===== config.mk =====
export PLATFORM = sky130hd
export DESIGN_NAME = timer_counter
export DESIGN_NICKNAME = d
export VERILOG_FILES = /design/src/rtl/timer_pkg.sv /design/src/rtl/timer_prescaler.sv /design/src/rtl/timer_counter.sv
export SDC_FILE = /design/constraint.sdc
export NUM_CORES = 1
export LEC_CHECK = 0
export CORE_ASPECT_RATIO = 0.8
export CORE_MARGIN = 4
export CORE_UTILIZATION = 50
export CTS_CLUSTER_SIZE = 30
export DETAILED_ROUTE_END_ITERATION = 10
export PLACE_DENSITY = 0.77
export SYNTH_ARGS = -nofsm -noshare
export SYNTH_HDL_FRONTEND = slang
export SYNTH_SLANG_ARGS = --single-unit
export TNS_END_PERCENT = 5

===== constraint.sdc =====
create_clock -name clk -period 3.2 [get_ports clk]
set_clock_uncertainty 0.1 [all_clocks]
set_input_delay 0.8 -clock clk [delete_from_list [all_inputs] [get_ports clk]]
set_output_delay 0.8 -clock clk [all_outputs]
set_load 0.005 [all_outputs]

===== src/rtl/timer_pkg.sv =====
// timer_pkg: shared state encoding and default width for the timer counter.
package timer_pkg;
  localparam int TIMER_WIDTH = 16;
  typedef logic [1:0] state_t;
  localparam state_t IDLE    = 2'd0;
  localparam state_t RUN     = 2'd1;
  localparam state_t HOLD    = 2'd2;
  localparam state_t EXPIRED = 2'd3;
endpackage


===== src/rtl/timer_prescaler.sv =====
// timer_prescaler: divides RUN time into count ticks, one every PRESCALE cycles.
module timer_prescaler #(
  parameter int PRESCALE = 4
) (
  input  logic clk,
  input  logic reset_n,
  input  logic clr,
  input  logic run,
  output logic tick
);
  localparam int PW = PRESCALE > 1 ? $clog2(PRESCALE) : 1;
  logic [PW-1:0] cnt;
  assign tick = run && cnt == PW'(PRESCALE - 1);
  always_ff @(posedge clk or negedge reset_n)
    if (!reset_n) cnt <= '0;
    else if (clr) cnt <= '0;
    else if (run) cnt <= tick ? '0 : cnt + 1'b1;
endmodule


===== src/rtl/timer_counter.sv =====
// timer_counter: loadable countdown with pause, one-cycle complete pulse and trigger reload.
// Optional count prescaling is enabled by defining TIMER_COUNTER_PRESCALE_EN.
module timer_counter
  import timer_pkg::*;
#(
  parameter int WIDTH          = TIMER_WIDTH,
  parameter int DEFAULT_PERIOD = 10,
  parameter int PRESCALE       = 4
) (
  input  logic             clk,
  input  logic             reset_n,
  input  logic             enable,
  input  logic             load,
  input  logic [WIDTH-1:0] load_value,
  input  logic             trigger,
  output logic             complete,
  output logic             busy,
  output logic [WIDTH-1:0] count
);
  state_t           state;
  logic [WIDTH-1:0] period_q;
  logic             tick;
`ifdef TIMER_COUNTER_PRESCALE_EN
  timer_prescaler #(.PRESCALE(PRESCALE)) u_prescaler (
    .clk    (clk),
    .reset_n(reset_n),
    .clr    (load || (state == EXPIRED && trigger)),
    .run    (state == RUN && enable),
    .tick   (tick)
  );
`else
  // every clock is a tick; a zero prescale would never count
  assign tick = PRESCALE >= 1;
`endif
  assign busy = state == RUN || state == HOLD;
  always_ff @(posedge clk or negedge reset_n)
    if (!reset_n) begin
      state    <= IDLE;
      period_q <= WIDTH'(DEFAULT_PERIOD);
      count    <= WIDTH'(DEFAULT_PERIOD);
      complete <= 1'b0;
    end else if (load) begin
      state    <= IDLE;
      period_q <= load_value;
      count    <= load_value;
      complete <= 1'b0;
    end else begin
      complete <= 1'b0;
      case (state)
        IDLE: if (enable && period_q != '0) state <= RUN;
        RUN:
          if (!enable) state <= HOLD;
          else if (tick && count == WIDTH'(1)) begin
            count    <= '0;
            complete <= 1'b1;
            state    <= EXPIRED;
          end else if (tick && count > WIDTH'(1)) count <= count - 1'b1;
        HOLD: if (enable) state <= RUN;
        default:
          if (trigger) begin
            count <= period_q;
            state <= enable ? RUN : IDLE;
          end
      endcase
    end
endmodule


== Yosys cells after proc, flatten, opt, wreduce, memory -nomap -nowiden ==
Cells that the tools add are included.

* Output and inout bits: 18
* Logic and storage cells: 42
* Register bits: 35

* $add $sub $neg: 1
* Mux-type cells: 18
* Reduce and logical (&&, ||, !) cells: 9
* Eq/ne operators: 9
* Magnitude comparators: 1

{| class="wikitable"
|+ Operator list
! operator !! number
|-
| 16-bit two-way mux || 5
|-
| 16-bit case mux with 2 select lines || 1
|-
| 16-bit by 1-bit == test with 1-bit output (second input constant) || 1
|-
| 16-bit by 1-bit greater-than comparator with 1-bit output (second input constant) || 1
|-
| 16-bit nonzero test || 1
|-
| 16-bit by 1-bit subtractor with 16-bit output (second input constant) || 1
|-
| 2-bit two-way mux || 6
|-
| 3-bit != test (second input constant) || 3
|-
| 4-bit AND reduction || 2
|-
| 2-bit case mux with 3 select lines || 1
|-
| 1-bit two-way mux || 5
|-
| 5-bit nonzero test || 1
|-
| 4-bit by 2-bit != test with 1-bit output (second input constant) || 1
|-
| 4-bit by 3-bit != test with 1-bit output (second input constant) || 1
|-
| 3-bit nonzero test || 1
|-
| 2-bit by 1-bit == test with 1-bit output (second input constant) || 1
|-
| 2-bit == test (second input constant) || 1
|-
| 2-bit zero test || 1
|-
| 2-bit by 1-bit != test with 1-bit output (second input constant) || 1
|-
| 2-bit OR reduction || 1
|-
| 1-bit logical AND || 1
|-
| 1-bit logical OR || 1
|}

== Logic depth before layout (Yosys ltp) ==
Gate-level depths: netlist of run 1.

* Depth in word-level cells: 6
* Gate-level depth with buffers: 9

== Worst setup path after synthesis of run 1 ==
OpenSTA, ideal clock, no wires.

* Path type: register -> register
* Start point: reg count[0]
* End point: reg count[12]
* Arrival time: 2,149 ps
* Buffers on the path: 0
* Data required time: 3,033 ps
* Stages on the path, launching flop included: 8
* Slack: 885 ps
* Period minus slack after synthesis: 2,315 ps
* Setup time: 67 ps
* Path through: dfrtp_1 > inv_1 > ha_1 > or3b_2 > or3_4 > a211o_1 > o31ai_1 > a22o_1

* Longest elaborated chain between the ends: 6

{| class="wikitable"
|+ Ends and longest elaborated chain
! item !! RTL line !! source
|-
| start, declared || timer_counter.sv:18 || <nowiki>output logic [WIDTH-1:0] count</nowiki>
|-
| start signal, assigned || timer_counter.sv:40 || <nowiki>count <= WIDTH'(DEFAULT_PERIOD);</nowiki>
|-
| start signal, assigned || timer_counter.sv:45 || <nowiki>count <= load_value;</nowiki>
|-
| start signal, assigned || timer_counter.sv:57 || <nowiki>end else if (tick && count > WIDTH'(1)) count <= count - 1'b1;</nowiki>
|-
| 16-bit by 1-bit subtractor with 16-bit output || timer_counter.sv:57 ||
|-
| 16-bit two-way mux || timer_counter.sv:57 ||
|-
| 16-bit two-way mux || timer_counter.sv:53 || <nowiki>else if (tick && count == WIDTH'(1)) begin</nowiki>
|-
| 16-bit two-way mux || timer_counter.sv:52 || <nowiki>if (!enable) state <= HOLD;</nowiki>
|-
| 16-bit case mux with 2 select lines || timer_counter.sv:49 || <nowiki>case (state)</nowiki>
|-
| 16-bit two-way mux || timer_counter.sv:42 || <nowiki>end else if (load) begin</nowiki>
|}

Several ways; a longest one is shown, not always the timed one. The select of a mux whose other input is x is not followed.
A chain may end at the register's enable or synchronous reset.

== Worst setup path after layout of run 1 ==
* Start point: reg count[1]
* End point: reg count[4]

The elaborated chain is that of the path after synthesis.

==> qor.csv, run 1 <==
stage;metric;value;unit
sta;count of final hold-check violations;0;
final_layout;most frequent cells in the layout;clkdlybuf4s50_1, dfrtp_1, nand2_1;
final_layout;FILL cells;336;
global_route;first-pass GRT wire length;9170;µm
power_and_ir_drop;Leakage;1.04;nW
global_route;pin count of the biggest net entering global routing;36;
clocking;hold_buf cts;0;
die;Die ar.;5190;µm²
die;I/O pin total;39;
clocking;Clock Path Buffers;2;
power_and_ir_drop;power per cell area;707;nW/µm²
clocking;post_cts resized;0;
die;width of the die;79.6;µm
place;dpl ws;0.416;ns
clocking;Num Clock Sinks;35;
synth;Cell Area, Synth;2050;µm²
setup_path;critical path data arrival time;2.68;ns
final_layout;fraction of layout cells with a size suffix above 1;14.3;%
global_route;number of global-route vias before repair;1825;
sta;fin crit period;2.55;ns
sta;period utilisation layout;79.7;%
synth;Yosys cell types;48;
clocking;worst skew pair latency;0.29;ns
min_path;worst hold path type;register to register;
synth;Cells after Synth;211;
synth;number of synthesized flops with an enable pin;0;
detailed_routing;Routed WL;5550;µm
synth;post-synth top area cell;dfrtp_1;
synth;synth top area cells;dfrtp_1, mux2_2, dfstp_2;
detailed_routing;routed length per instance;18.1;µm
final_layout;nets;278;
detailed_routing;TritonRoute pass-1 iters;5;
setup_path;CP Launch Type;register;
clocking;Reg clk slew, reported paths;0.07;ns
synth;Post-synth ARST share;100;%
sta;setup TNS;0;ns
sta;Least-Margin Pin Slew;1.02;ns
setup_path;WS Path Type;register to register;
place;# port buffers;38;
clocking;TritonCTS clock tree;done;
die;Die Y;65.2;µm
synth;Ys Warns;0;
place;gp weighted congestion;0.987;
die;Core ar.;3880;µm²
detailed_routing;final antenna-violating net count;0;
synth;sequential-to-total area share from yosys stat;43.0;%
setup_path;CP Capture Type;register;
synth;Post-Syn Nets;238;
final_layout;n_diodes;0;
detailed_routing;Via Count;1957;
sta;Hold Worst Slack;0.425;ns
power_and_ir_drop;worst vdd ir;0.385;mV
synth;area share of the largest cell type after synthesis;37.9;%
clocking;H-tree Lvls;2;
final_layout;commonest non-fill, non-tap cell in the layout;clkdlybuf4s50_1;
sta;worst setup margin;0.650;ns
sta;RSZ-0062 raised after global routing;no;
power_and_ir_drop;Final Total Pwr;1.82;mW
outcome;status;finished, final reports clean;
die;site row count;20;
synth;Synth Register Bits;35;
die;initial cell density of the core;52.8;%
setup_path;CP max FO;10;
global_route;total track usage;22.6;%
synth;Avg Cell Area, Syn;9.71;µm²
place;detailed placer's ending HPWL;4060;µm
detailed_routing;post-DR vias/cell;6.37;
sta;Pins Over Slew Limit;0;
detailed_routing;DRC viols;0;
sta;Worst slew margin;31.9;%
clocking;CTS root buf;clkbuf_8;
global_route;grt ovf;0;
sta;f_max;392;MHz
clocking;post-CTS setup buffers;0;
final_layout;Syn-to-layout area delta;26.0;%
setup_path;Critical Path RT;3.33;ns
flow_run;max cap viols;0;
detailed_routing;Initial DRC Count;235;
global_route;antenna violations before repair;0;
clocking;Num CTS Buffers;5;
synth;ys flop type;dfrtp_1;
sta;number of setup violations in the final report;0;
-- report_power, final --
group	total, mW	internal [mW]	switching [mW]
combinational	0.776	0.406	0.370
sequential	0.733	0.563	0.170
clock	0.315	0.152	0.163
-- routing by layer --
| layer | wire length (µm) | GRT usage [%] |
|---|---|---|
| met5 | 0 | 0 |
| met4 | 51 | 6.44 |
| met3 | 693 | 5.21 |
| met2 | 2430 | 33.6 |
| met1 | 2380 | 32.8 |
-- worst max-delay path, stage by stage (launching register included) --
cell,delay [ns]
dfstp_2,0.57
inv_1,0.06
ha_1,0.24
nor4b_1,0.16
and4b_2,0.28
nand2b_1,0.31
buf_4,0.25
o311ai_0,0.33
a22o_1,0.17
-- cell families (layout without fill, tap and decap cells) --
family                     Yosys count  after routing  share of synthesized area, %
AOI/OAI and AO/OA                   65             65                          22.8
and+or+nand+nor                     68             68                          17.3
muxes                               17             17                          9.22
adders and majority gates            6              6                          3.67
buffers and inverters               20             61                          3.97
DFF                                 35             35                          43.0
-- area by class of cell --
type | instances | area [µm²] | share of cell area [%]
multi-input cells | 156 | 1090 | 42.1
flip-flops and latches | 35 | 881 | 34.1
clock inverters | 2 | 12.5 | 0.485
repair buffers | 44 | 425 | 16.5
well taps | 55 | 68.8 | 2.67
clock buffers | 6 | 72.6 | 2.81
inverters | 9 | 33.8 | 1.31
-- per-stage QoR --
step | utilization, % | area, µm² | cells
floorplan | - | 2050 | 211
global placement | 64.3 | 2490 | 299
detailed placement | 64.3 | 2490 | 299
CTS | 66.5 | 2580 | 307
global route | 66.5 | 2580 | 307
finish | 66.5 | 2580 | 307
-- synthesized netlist by cell type (2+ instances only) --
cell       count
a31oi_1        4
nor4_1         6
dfrtp_1       31
ha_1           6
o31ai_1        5
buf_1          2
mux2_2        15
or4_1          2
nor2_1        15
a22oi_1       10
buf_2          2
o21ai_0       17
o2bb2ai_1      3
clkbuf_1       6
inv_1          9
nand3_1        2
nand2b_1       2
nand4_1        2
a22o_1        11
mux2i_1        2
nor3_1         9
dfstp_2        4
or3_1          3
nand2_1       18
o21ai_1        2
-- sequential cells by signal, summed over array words and instances, names as in the netlist --
| register | flops |
|---|---|
| complete | 1 |
| state | 2 |
| count | 16 |
| period_q | 16 |
-- path summary, 6_finish.rpt --
path | startpoint | slack, ns | end | depth (start not counted)
setup / recovery | count[1] | 0.65 | count[4] | 8
hold / removal | period_q[1] | 0.43 | period_q[1] | 2
setup reg to reg | count[1] | 0.65 | count[4] | 8
hold reg to reg | period_q[1] | 0.43 | period_q[1] | 2
max in group asynchronous | reset_n | 1.84 | period_q[3] | 2
min in group asynchronous | reset_n | 0.82 | count[12] | 2
Power figures use the tool's default switching activity.
==> run 2, diff against run 1 <==
Settings changed: CORE_UTILIZATION 50 to 47, PLACE_DENSITY 0.77 to 0.76.
Clock period 3.2 ns to 2.28 ns, I/O delays scaled along.
==> run 2 against run 1 <==
Effect of this change: combinational power up 79%; sequential share of layout area shrank 3.3 points; clock power increased by 61%; worst setup slack worse by 0.60 ns; critical path type unchanged; largest power group unchanged.
==> qor.csv, run 2 (synthesis results as in run 1) <==
stage;metric;value;unit
detailed_routing;Initial DRC Count;188;
clocking;worst skew pair latency;0.29;ns
setup_path;CP max FO;4;
die;Core ar.;4200;µm²
place;placed cell area;2690;µm²
detailed_routing;post-DR vias/cell;6.10;
clocking;Num CTS Buffers;5;
setup_path;worst reg2reg startpoint;count[6];
setup_path;r2r endpoint;count[10];
setup_path;Critical Path RT;2.41;ns
sta;Pins Over Slew Limit;0;
setup_path;CP max stage delay;0.57;ns
flow_run;max cap viols;0;
min_path;hold wc startpoint;period_q[1];
final_layout;Syn-to-layout area delta;39.3;%
die;Die ar.;5480;µm²
sta;setup TNS;0;ns
detailed_routing;final antenna-violating net count;0;
detailed_routing;routed length per instance;17.5;µm
global_route;pin count of the biggest net entering global routing;36;
min_path;worst hold path type;register to register;
power_and_ir_drop;power per cell area;1010;nW/µm²
final_layout;largest registers;count x16, period_q x16, state x2;
clocking;H-tree Lvls;2;
final_layout;commonest non-fill, non-tap cell in the layout;clkdlybuf4s50_1;
final_layout;most frequent cells in the layout;clkdlybuf4s50_1, dfrtp_1, buf_4;
setup_path;Cell Chain, Critical Path;or4_4 > or3_4 > a211o_4 > o31ai_2 > a22o_1;
power_and_ir_drop;Final Total Pwr;2.88;mW
die;initial cell density of the core;48.7;%
setup_path;CP Launch Point;count[6];
setup_path;Slowest-stage cell, CP;or4_4;
sta;Hold Worst Slack;0.407;ns
clocking;Clock Path Buffers;2;
detailed_routing;Routed WL;5830;µm
place;gp weighted congestion;0.940;
setup_path;WS Path Type;register to register;
clocking;CTS root buf;clkbuf_8;
sta;count of final hold-check violations;0;
setup_path;r2r setup slk;0.05;ns
global_route;grt ovf;0;
clocking;Num Clock Sinks;35;
outcome;status;finished, final reports clean;
die;I/O pin total;39;
final_layout;Final Core Density;67.9;%
global_route;first-pass GRT wire length;9050;µm
place;post-placement cell count;324;
die;width of the die;81.8;µm
place;dpl ws;-0.151;ns
setup_path;r2r worst-path depth;5;
sta;worst setup margin;0.0523;ns
global_route;antenna violations before repair;0;
detailed_routing;Via Count;2039;
setup_path;Worst Path Buf+Inv;0;
setup_path;Top Family by Delay on Critical Path;simple AND/OR/NAND/NOR gates;
die;site row count;21;
setup_path;CP Launch Type;register;
power_and_ir_drop;Leakage;1.19;nW
sta;Worst slew margin;61.7;%
global_route;number of global-route vias before repair;1811;
setup_path;CP Capture Type;register;
final_layout;Post-Layout Cell Count;334;
sta;Least-Margin Pin Slew;0.574;ns
place;detailed placer's ending HPWL;4120;µm
detailed_routing;DRC viols;0;
sta;period utilisation layout;97.7;%
sta;number of setup violations in the final report;0;
setup_path;Critical Path Sink;count[10];
detailed_routing;TritonRoute pass-1 iters;4;
final_layout;Layout Cell Area excl Fill;2850;µm²
setup_path;critical path data arrival time;2.36;ns
final_layout;nets;303;
final_layout;n_diodes;0;
sta;fin crit period;2.23;ns
power_and_ir_drop;worst vdd ir;0.654;mV
die;Die Y;67.0;µm
final_layout;fraction of layout cells with a size suffix above 1;25.3;%
sta;f_max;449;MHz
clocking;TritonCTS clock tree;done;
clocking;Reg clk slew, reported paths;0.07;ns
place;# port buffers;38;
setup_path;Crit path depth;5;
global_route;total track usage;22.3;%
run 2: worst min path at each step:
| stage | depth (start not counted) | slack (ns) | endpoint |
|---|---|---|---|
| floorplan | 0 | 0.17 | complete |
| global placement | 2 | 0.39 | period_q[1] |
| detailed placement | 2 | 0.41 | period_q[1] |
| CTS | 2 | 0.42 | period_q[1] |
| global route | 1 | 0.47 | period_q[15] |
| finish | 2 | 0.41 | period_q[1] |
run 2: tightest hold or removal path: cells and delay by family, from the launching register on:
| family | cells | cell delay (ns) |
|---|---|---|
| AO/OA/AOI/OAI | 1 | 0.08 |
| buffers and inverters | 1 | 0.05 |
| flip-flops | 1 | 0.37 |
run 2: area by class of cell:
| class | instances | area [µm²] |
|---|---|---|
| clock buffers | 7 | 96.3 |
| well taps | 57 | 71.3 |
| flip-flops and latches | 35 | 881 |
| inverters | 9 | 33.8 |
| clock inverters | 1 | 7.51 |
| multi-input cells | 156 | 1130 |
| fillers | 350 | 1350 |
| repair buffers | 69 | 629 |
run 2: per-layer routing:
| layer | up-vias | wire length (µm) | GRT usage (%) |
|---|---|---|---|
| li1 | 942 | - | - |
| met1 | 986 | 2510 | 31.3 |
| met3 | 7 | 504 | 5.00 |
| met2 | 104 | 2740 | 33.4 |
| met4 | 0 | 82 | 7.88 |
| met5 | - | 0 | 0 |
run 2: timing repair:
item / 4_1_cts / 5_1_grt
buffers inserted: 0 / 2
hold buffers: 0 / 0
cloned: 0 / 0
endpoints found under the hold margin: 0 / 0
pin swaps: 0 / 2
gates resized for setup: 2 / 10
setup endpoints to repair: 2 / 13
run 2: power by group:
| group | total, mW | switching, mW | leakage (nW) | internal (mW) |
|---|---|---|---|---|
| registers | 0.983 | 0.193 | 0.419 | 0.790 |
| clock network | 0.506 | 0.231 | 0.0505 | 0.275 |
| logic | 1.39 | 0.641 | 0.721 | 0.749 |
==> run 3, diff against run 2 <==
Settings changed: ABC_AREA set to 1, CAP_MARGIN set to 20, CORE_UTILIZATION 47 to 48.
==> run 3 against run 2 <==
Effect of this change: critical path type is now register to output port; clock power barely moved; first-iteration DRC count is 27% lower; critical path depth shrank 2; sequential cell count unchanged.
==> qor.csv, run 3 <==
stage;metric;value;unit
outcome;status;finished, final reports clean;
detailed_routing;Routed WL;5680;µm
clocking;Num CTS Buffers;5;
sta;fin crit period;2.18;ns
power_and_ir_drop;worst vdd ir;0.676;mV
synth;Avg Cell Area, Syn;6.69;µm²
setup_path;Top Family by Delay on Critical Path;buffers and inverters;
die;Core ar.;4620;µm²
final_layout;commonest non-fill, non-tap cell in the layout;nand2_1;
synth;ys flop type;dfrtp_1;
place;placed cell area;2780;µm²
synth;Post-synth ARST share;100;%
final_layout;most frequent cells in the layout;nand2_1, clkdlybuf4s50_1, inv_1;
power_and_ir_drop;power per cell area;1120;nW/µm²
synth;number of synthesized flops with an enable pin;0;
die;I/O pin total;39;
synth;Cells after Synth;348;
detailed_routing;routed length per instance;12.6;µm
sta;Pins Over Slew Limit;0;
sta;number of setup violations in the final report;0;
flow_run;max cap viols;0;
final_layout;n_diodes;0;
synth;top-count cell post-synth;nand2_1;
setup_path;Worst Path Buf+Inv;2;
final_layout;Layout Cell Area excl Fill;2890;µm²
global_route;number of global-route vias before repair;2123;
clocking;hold_buf cts;0;
clocking;post-CTS setup buffers;0;
global_route;grt ovf;0;
clocking;Reg clk slew, reported paths;0.07;ns
synth;Synth Register Bits;35;
sta;Hold Worst Slack;0.389;ns
detailed_routing;Initial DRC Count;137;
sta;Least-Margin Pin Slew;0.445;ns
final_layout;fraction of layout cells with a size suffix above 1;11.2;%
final_layout;Reg area;881;µm²
detailed_routing;Via Count;2224;
final_layout;Syn-to-layout area delta;24.4;%
detailed_routing;final antenna-violating net count;0;
detailed_routing;DRC viols;0;
setup_path;CP Launch Type;register;
die;initial cell density of the core;50.3;%
setup_path;Crit path depth;3;
setup_path;CP max stage delay;0.50;ns
setup_path;r2r worst-path depth;11;
die;site row count;22;
die;width of the die;85.9;µm
clocking;Num Clock Sinks;35;
setup_path;CP Capture Type;output port;
sta;period utilisation layout;95.5;%
synth;synth cell count leaders;nand2_1, inv_1, dfrtp_1;
sta;Worst slew margin;70.2;%
detailed_routing;TritonRoute pass-1 iters;4;
setup_path;Critical Path RT;1.61;ns
place;post-placement cell count;442;
detailed_routing;post-DR vias/cell;4.92;
clocking;Clock Path Buffers;2;
sta;RSZ-0062 raised after global routing;no;
clocking;post_cts resized;0;
place;detailed placer's ending HPWL;4210;µm
synth;synth top area cells;dfrtp_1, nand2_1, inv_1;
synth;Cell Area, Synth;2330;µm²
synth;Ys Warns;0;
final_layout;nets;418;
clocking;H-tree Lvls;2;
min_path;worst hold path type;register to register;
final_layout;Post-Layout Cell Count;452;
final_layout;largest registers;count x16, period_q x16, state x2;
global_route;first-pass GRT wire length;9870;µm
global_route;antenna violations before repair;0;
die;Die Y;70.3;µm
setup_path;Cell Chain, Critical Path;inv_1 > ha_1 > clkdlybuf4s50_1;
power_and_ir_drop;Final Total Pwr;3.24;mW
clocking;TritonCTS clock tree;done;
sta;f_max;459;MHz
sta;setup TNS;0;ns
synth;area share of the largest cell type after synthesis;33.3;%
clocking;CTS root buf;clkbuf_8;
final_layout;FILL cells;434;
sta;count of final hold-check violations;0;
synth;Post-Syn Nets;375;
setup_path;CP max FO;3;
setup_path;critical path data arrival time;1.51;ns
power_and_ir_drop;Leakage;1.49;nW
setup_path;Slowest-stage cell, CP;clkdlybuf4s50_1;
synth;Yosys cell types;32;
global_route;total track usage;20.5;%
synth;sequential-to-total area share from yosys stat;37.8;%
place;# port buffers;38;
die;Die ar.;6030;µm²
setup_path;WS Path Type;register to output port;
synth;post-synth top area cell;dfrtp_1;
place;gp weighted congestion;0.847;
clocking;worst skew pair latency;0.29;ns
global_route;pin count of the biggest net entering global routing;36;
min_path;Hold Path Depth;2;
final_layout;multi-input logic area;1240;µm²
run 3: cells by family after synthesis:
logic type	synth area share [%]
AND/OR/NAND/NOR	43.1
flip-flops	37.8
XOR/XNOR	1.13
buffers and inverters	8.66
adder cells (fa/ha/maj)	3.23
AO/OA/AOI/OAI	6.02
run 3: worst paths after layout:
check	start	to	slack, ns
min	period_q[3]	period_q[3]	0.39
max in group asynchronous	reset_n	count[3]	1.15
max reg2reg	count[1]	count[10]	0.37
min in group asynchronous	reset_n	state[1]	0.59
min reg2reg	period_q[3]	period_q[3]	0.39
max	state[1]	busy	0.10
run 3: layout make-up:
type	count	share of cell area [%]
Multi-Input combinational cell	266	43.0
Tap cell	60	2.59
Clock buffer	8	3.46
Timing Repair Buffer	45	15.4
Inverter	38	5.10
Sequential cell	35	30.4
run 3: power breakdown:
group,internal [mW],switching [mW]
Sequential,0.806,0.235
Combinational,0.735,0.961
Clock,0.276,0.231
Total,1.82,1.43
run 3: worst reg2reg max path: stages (launching register included):
cell and delay, ns:
dfstp_2 0.57, inv_1 0.07, ha_1 0.21, nand2_2 0.17, nor2_4 0.07, nand3_2 0.08
nand2_2 0.06, nand2_4 0.09, nand2_8 0.11, inv_6 0.18, nand2_1 0.07, nand2_1 0.07
run 3: metrics by stage:
step,utilization (%),worst slack [ns]
finish,62.6,0.102
detailed placement,60.1,0.162
CTS,62.3,0.0230
global placement,60.1,0.241
global route,62.6,0.0560
floorplan,-,0.565
run 3: routing by layer:
metal	routed length [µm]	global-route usage (%)
met1	2780	28.8
met4	72	6.68
met5	0	0
met3	303	4.25
met2	2520	31.4
